`src/rtl/prbs_gen.sv`:
```
// prbs_gen: N-bit maximal-length Fibonacci LFSR presenting its full state as a parallel random word.
// Optional macro PRBS_ZERO_GUARD_EN reloads SEED if the state is ever found all-zero.
module prbs_gen #(
  parameter int unsigned    N    = 14,
  parameter logic [N-1:0]   SEED = {N{1'b1}}
) (
  input  logic         clk,
  input  logic         rst,
  output logic [N-1:0] rnd
);

  if (N < 3 || N > 32) begin : g_badWidth
    $error("prbs_gen: N=%0d is outside the supported range 3..32", N);
  end

  if (SEED == '0) begin : g_badSeed
    $error("prbs_gen: SEED must be nonzero, an all-zero LFSR never leaves zero");
  end

  function automatic logic [31:0] tapBit(input int unsigned t);
    return 32'd1 << (t - 1);
  endfunction

  // Feedback polynomial for each width; bit t-1 set means tap t contributes to the XOR.
  function automatic logic [N-1:0] tapsFor(input int unsigned n);
    logic [31:0] m;
    m = '0;
    case (n)
      3:  m = tapBit(3)  | tapBit(2);
      4:  m = tapBit(4)  | tapBit(3);
      5:  m = tapBit(5)  | tapBit(3);
      6:  m = tapBit(6)  | tapBit(5);
      7:  m = tapBit(7)  | tapBit(6);
      8:  m = tapBit(8)  | tapBit(6)  | tapBit(5)  | tapBit(4);
      9:  m = tapBit(9)  | tapBit(5);
      10: m = tapBit(10) | tapBit(7);
      11: m = tapBit(11) | tapBit(9);
      12: m = tapBit(12) | tapBit(6)  | tapBit(4)  | tapBit(1);
      13: m = tapBit(13) | tapBit(4)  | tapBit(3)  | tapBit(1);
      14: m = tapBit(14) | tapBit(13) | tapBit(12) | tapBit(2);
      15: m = tapBit(15) | tapBit(14);
      16: m = tapBit(16) | tapBit(15) | tapBit(13) | tapBit(4);
      17: m = tapBit(17) | tapBit(14);
      18: m = tapBit(18) | tapBit(11);
      19: m = tapBit(19) | tapBit(6)  | tapBit(2)  | tapBit(1);
      20: m = tapBit(20) | tapBit(17);
      21: m = tapBit(21) | tapBit(19);
      22: m = tapBit(22) | tapBit(21);
      23: m = tapBit(23) | tapBit(18);
      24: m = tapBit(24) | tapBit(23) | tapBit(22) | tapBit(17);
      25: m = tapBit(25) | tapBit(22);
      26: m = tapBit(26) | tapBit(6)  | tapBit(2)  | tapBit(1);
      27: m = tapBit(27) | tapBit(5)  | tapBit(2)  | tapBit(1);
      28: m = tapBit(28) | tapBit(25);
      29: m = tapBit(29) | tapBit(27);
      30: m = tapBit(30) | tapBit(6)  | tapBit(4)  | tapBit(1);
      31: m = tapBit(31) | tapBit(28);
      32: m = tapBit(32) | tapBit(22) | tapBit(2)  | tapBit(1);
      default: m = '0;
    endcase
    return m[N-1:0];
  endfunction

  localparam logic [N-1:0] TAPS = tapsFor(N);

  logic [N-1:0] r_state;
  logic [N-1:0] w_next;
  logic         w_fb;

  assign w_fb = ^(r_state & TAPS);

  always_comb begin
    w_next = {r_state[N-2:0], w_fb};
`ifdef PRBS_ZERO_GUARD_EN
    if (r_state == '0) begin
      w_next = SEED;
    end
`endif
  end

  always_ff @(posedge clk) begin
    if (!rst) begin
      r_state <= SEED;
    end else begin
      r_state <= w_next;
    end
  end

`ifdef PRBS_ZERO_GUARD_EN
  // Lock-up means something upset the register; flag it even though the guard recovers.
  always_ff @(posedge clk) begin
    if (rst) begin
      assert (r_state != '0)
        else $error("prbs_gen: all-zero state detected, reloading SEED");
    end
  end
`endif

  assign rnd = r_state;

endmodule

```
`config.mk`:
```
export PLATFORM = sky130hd
export DESIGN_NAME = prbs_gen
export DESIGN_NICKNAME = d
export VERILOG_FILES = /design/src/rtl/prbs_gen.sv
export SDC_FILE = /design/constraint.sdc
export NUM_CORES = 1
export LEC_CHECK = 0
export ABC_AREA = 1
export BUFFER_PORTS_ARGS = -buffer_cell sky130_fd_sc_hd__buf_2
export CAP_MARGIN = 20
export CORE_AREA = 2 2 39 41
export DETAILED_ROUTE_END_ITERATION = 12
export DIE_AREA = 0 0 41 43
export SYNTH_ARGS = -nofsm -noshare
export SYNTH_HDL_FRONTEND = slang
export SYNTH_SLANG_ARGS = --single-unit
```
`constraint.sdc`:
```
create_clock -name clk -period 1.1 [get_ports clk]
set_clock_uncertainty 0.2 [all_clocks]
set_input_delay 0.165 -clock clk [delete_from_list [all_inputs] [get_ports clk]]
set_output_delay 0.165 -clock clk [all_outputs]
set_load 0.005 [all_outputs]
```
==> flow_summary.yaml, run 1 <==
setup_path:
  cp_num_buf_inv: 1
  cp_max_fo: 3
  path_class: "register to output port"
  slowest_delay_ps: 330
  crit_chain: "buf_2"
  crit_slowest_cell: "dfxtp_2"
  start_kind: "register"
  required_ps: 730
  critPathArrivalTime_ps: 720
  regToRegSetupSlack_ps: 80
  end_kind: "output port"
  cp_top_family: "flip-flops"
run_status:
  status: "complete, no violations"
routing:
  drtIter0Drc: 5
  vias_per_cell: 3.98
  first_pass_iters: 2
  wire_per_inst_um: 8.33
  ant_nets: 0
  drc: 0
  wl_um: 800
  vias: 382
global_route:
  track_usage: 0.108
  top_usage_layer: "met2"
  grt_util_met1: 0.109
  met2_usage: 0.166
  grtUsageMet3: 0.0785
  antenna_found_initial: 0
  grt_first_pass_wirelength_um: 1260
  grt_overflow_total: 0
  grt_pass1_vias: 342
  grt_max_degree: 15
sta:
  worstMarginPinSlew_ps: 156
  finalHoldViolations: 0
  relSlewSlack: 0.896
  fin_crit_sh: 0.983
  period_needed_ps: 1080
  hold_slack_ps: 218
  slew_viol_final: 0
  rsz0062_at_grt: "yes"
  setup_viol: 0
  fmaxAchievable_ghz: 0.925
  setup_tns_ps: 0
  setup_slack_ps: 19.1
placed_design:
  placedInstanceArea_um2: 534
  pre_cts_slack_ps: 119
  portBuffers: 15
  routabilityCongestion: 0.589
  hpwl_um: 511
power:
  p_leak_uw: 0.000375
  ir_worst_vdd_uv: 752
  finalPower_uw: 835
  power.density_mw_per_mm2: 1300
logic_synthesis:
  synthTopCellsByArea: "dfxtp_1 63%, nand2_1 23%, inv_1 11%"
  synth_top_area_share: 0.627
  synth_area_um2: 447
  yosys_warnings: 0
  ys_seq_area_frac: 0.627
  synth_top_area_cell: "dfxtp_1"
  netlist-cell-type-count: 6
  synth_fp_nets: 59
  avgSynthCellArea_um2: 7.84
  synthCells: 57
  ys_seq_elements: 14
cells_and_area:
  diodes: 0
  final_area_um2: 643
  area_growth_pct: 44.0
  fin_nets: 84
  nFillCells: 149
  largest_reg_flops: 14
  drive_gt1_frac: 0.475
clock_network:
  cts_tree: "done"
  cts_inserted_buffers: 3
  ctsRootBufferMaster: "clkbuf_4"
  htreeDepth: 1
  cts.sinks: 14
  path_clk_slew_ps: 80
  clkLatencyLatePin_ps: 270
  clk_path_buf_depth: 2
die:
  die_x_um: 41
  die_h_um: 43
  ios: 16
  start_util: 0.323
  placementRows: 14
  die_area_mm2: 0.00176
  fp.coreArea_mm2: 0.00138
job:
  cap_viol_max_count: 0
worst_hold_path:
  holdCritPathClass: "register to register"
power by group:
group	total [uW]	switching [uW]	internal, uW
Combinational	43.0	20.2	22.8
Clock	272	145	127
Sequential	521	4.65	516
Total	835	170	665
path summary, 6_finish.rpt:
kind,depth (start not counted),start,end
min reg2reg,2,rnd[10],rnd[11]
min,2,rnd[10],rnd[11]
max reg2reg,6,rnd[13],rnd[0]
max,1,rnd[12],rnd[12]
metal layers:
layer | vias up | wire length, um
met5 | - | 0
met3 | 0 | 83
met4 | 0 | 0
met2 | 15 | 369
li1 | 206 | -
met1 | 161 | 347
repair_timing:
action | in CTS | in global routing
endpoints found under the setup margin | 6 | 25
resized for setup | 6 | 12
buffers inserted | 4 | 1
hold buffers | 1 | 0
hold endpoints to repair | 14 | 0
synthesized netlist by cell type:
| cell type | count |
|---|---|
| buf_4 | 1 |
| dfxtp_1 | 14 |
| inv_1 | 13 |
| inv_2 | 1 |
| nand2_1 | 27 |
| nand3_1 | 1 |
metrics by stage:
| step | utilization | cells |
|---|---|---|
| 3_5_place_dp | 0.386 | 87 |
| 2_1_floorplan | - | 57 |
| 6_report | 0.465 | 96 |
| 3_3_place_gp | 0.386 | 87 |
| 5_1_grt | 0.465 | 96 |
| 4_1_cts | 0.437 | 95 |
placed cells by master, fill, tap and decap left out:
master / Yosys / final
buf_4: 1 / 5
dfxtp_2: 0 / 14
dlygate4sd3_1: 0 / 1
nand2_1: 27 / 27
clkbuf_4: 0 / 4
buf_6: 0 / 3
inv_1: 13 / 13
nand3_1: 1 / 1
buf_2: 0 / 11
inv_2: 1 / 1
layout make-up:
class | count | area (um2) | share of cell area
Tap cell | 16 | 20.0 | 0.0311
Timing Repair Buffer | 21 | 144 | 0.224
Multi-Input combinational cell | 28 | 106 | 0.165
Clock buffer | 3 | 22.5 | 0.0350
Sequential cell | 14 | 298 | 0.463
Inverter | 14 | 52.6 | 0.0817
cells by family after synthesis:
group,count (synthesis),synth area share
flip-flops,14,0.627
AND/OR/NAND/NOR,28,0.238
buffers and inverters,15,0.134
Power figures use the tool's default switching activity.
==> run 2: changes to the inputs <==
Settings changed: CTS_BUF_LIST from default to sky130_fd_sc_hd__clkbuf_8.
==> run 2 against run 1 <==
  * Worst hold slack lost 200 ps
  * Register-to-register slack improved by 30 ps
  * Wire length is 5.3% lower
  * Global-route usage is 0.10 points lower
  * Cell area is 7.6% lower
  * Power rose by 14%
  * Sequential cell count stayed put
  * Sequential power barely moved
  * Core utilization decreased by 3.5 points
  * Combinational power down 33%
  * Die area unchanged
  * Maximum frequency rose by 1.6%
  * Critical path type unchanged
==> flow_summary.yaml, run 2 (synthesized netlist as in run 1, its figures left out) <==
clock_network:
  path_clk_slew_ps: 50
  cts_tree: "done"
  postCtsHoldBufs: 0
  cts_inserted_buffers: 3
  ctsRootBufferMaster: "clkbuf_8"
  clk_path_buf_depth: 2
  clkLatencyLatePin_ps: 240
  cts.sinks: 14
  htreeDepth: 1
worst_hold_path:
  hold_depth: 2
  holdCritPathClass: "primary input to register"
  min_to: "rnd[13]"
  min_from: "rst"
power:
  internal_power_uw: 769
  clkPwrFrac: 0.422
  seqPwrFrac: 0.548
  p_switching_uw: 182
  p_leak_uw: 0.000359
  power.share.combinational: 0.030
  power.density_mw_per_mm2: 1600
  ir_worst_vdd_uv: 968
  swShare: 0.192
sta:
  fmaxAchievable_ghz: 0.940
  finalHoldViolations: 0
  period_needed_ps: 1060
  fin_crit_sh: 0.967
  setup_tns_ps: 0
  slew_viol_final: 0
  setup_viol: 0
  relSlewSlack: 0.840
  worstMarginPinSlew_ps: 240
  rsz0062_at_grt: "no"
cells_and_area:
  final_cell_mix: "27 x nand2_1, 14 x buf_2, 13 x inv_1"
  layout_commonest_cell: "nand2_1"
  seqCellArea_um2: 285
  fin_util: 0.429
  stdcell_count: 91
  largest_reg_flops: 14
  drive_gt1_frac: 0.320
  final_area_um2: 594
  diodes: 0
  nFillCells: 151
  fin_nets: 79
  multi_input_area_um2: 106
  area_growth_pct: 33.1
die:
  die_x_um: 41
  die_h_um: 43
  placementRows: 14
  start_util: 0.323
  fp.coreArea_mm2: 0.00138
  die_area_mm2: 0.00176
  ios: 16
setup_path:
  required_ps: 730
  reg2reg_depth: 5
  regToRegSetupSlack_ps: 110
  crit_chain: "buf_2"
  critPathArrivalTime_ps: 700
  r2r_start: "rnd[11]"
  start_kind: "register"
  end_kind: "output port"
  cp_max_fo: 4
  cp_num_buf_inv: 1
  path_class: "register to output port"
  r2r_end: "rnd[0]"
  slowest_delay_ps: 340
  cp_top_family: "flip-flops"
  crit_slowest_cell: "dfxtp_2"
routing:
  drc: 0
  vias: 349
  drtIter0Drc: 4
  wire_per_inst_um: 8.33
  ant_nets: 0
  wl_um: 758
  vias_per_cell: 3.84
  first_pass_iters: 2
global_route:
  track_usage: 0.107
  grt_pass1_vias: 290
  antenna_found_initial: 0
  grt_overflow_total: 0
  grt_first_pass_wirelength_um: 1160
  grt_max_degree: 15
placed_design:
  hpwl_um: 511
  routabilityCongestion: 0.589
  post-place-cells: 87
  placedInstanceArea_um2: 534
  portBuffers: 15
job:
  cap_viol_max_count: 0
run_status:
  status: "complete, no violations"
run 2: timing repair:
item | in CTS | in global routing
gates resized for setup | 3 | 2
setup endpoints to repair | 3 | 2
setup buffers | 0 | 1
run 2: how the worst max path moves through the flow:
stage / start / to / slack (ps) / cells after the start
floorplan: rnd[1] / rnd[0] / 160 / 5
global placement: rnd[11] / rnd[0] / 140 / 5
detailed placement: rnd[12] / rnd[0] / 120 / 5
CTS: rnd[13] / rnd[13] / 1 / 1
global route: rnd[2] / rnd[2] / 4 / 1
finish: rnd[1] / rnd[1] / 40 / 1
run 2: power groups by stage:
stage	Sequential, uW	Clock [uW]	Combinational, uW
floorplan	532	0	15.9
global placement	531	0	29.7
detailed placement	531	0	29.3
CTS	521	433	29.4
global route	522	453	34.1
finish	521	401	28.8
run 2: final cells by class:
type / instances / area share
clock buffer: 3 / 0.0695
timing repair buffer: 16 / 0.149
multi-input combinational: 28 / 0.179
sequential: 14 / 0.480
tap: 16 / 0.0337
inverter: 14 / 0.0884
run 2: worst register-to-register path: stages (launching register included):
cell	delay, ps
dfxtp_2	320
buf_4	130
nand2_1	50
nand2_1	50
nand2_1	60
nand3_1	60
run 2: per-stage QoR:
stage	total power, uW	worst slack (ps)	hold WS [ps]
global route	1010	3.92	25.7
finish	951	36.4	18.8
detailed placement	561	119	212
floorplan	548	159	33.7
CTS	984	1.37	7.93
global placement	560	142	205
run 2: metal layers:
layer / GRT usage / vias to the layer above / share of wire
li1: - / 195 / -
met4: 0.0800 / 0 / 0
met5: 0 / - / 0
met2: 0.144 / 13 / 0.41
met1: 0.109 / 141 / 0.50
met3: 0.0785 / 0 / 0.080
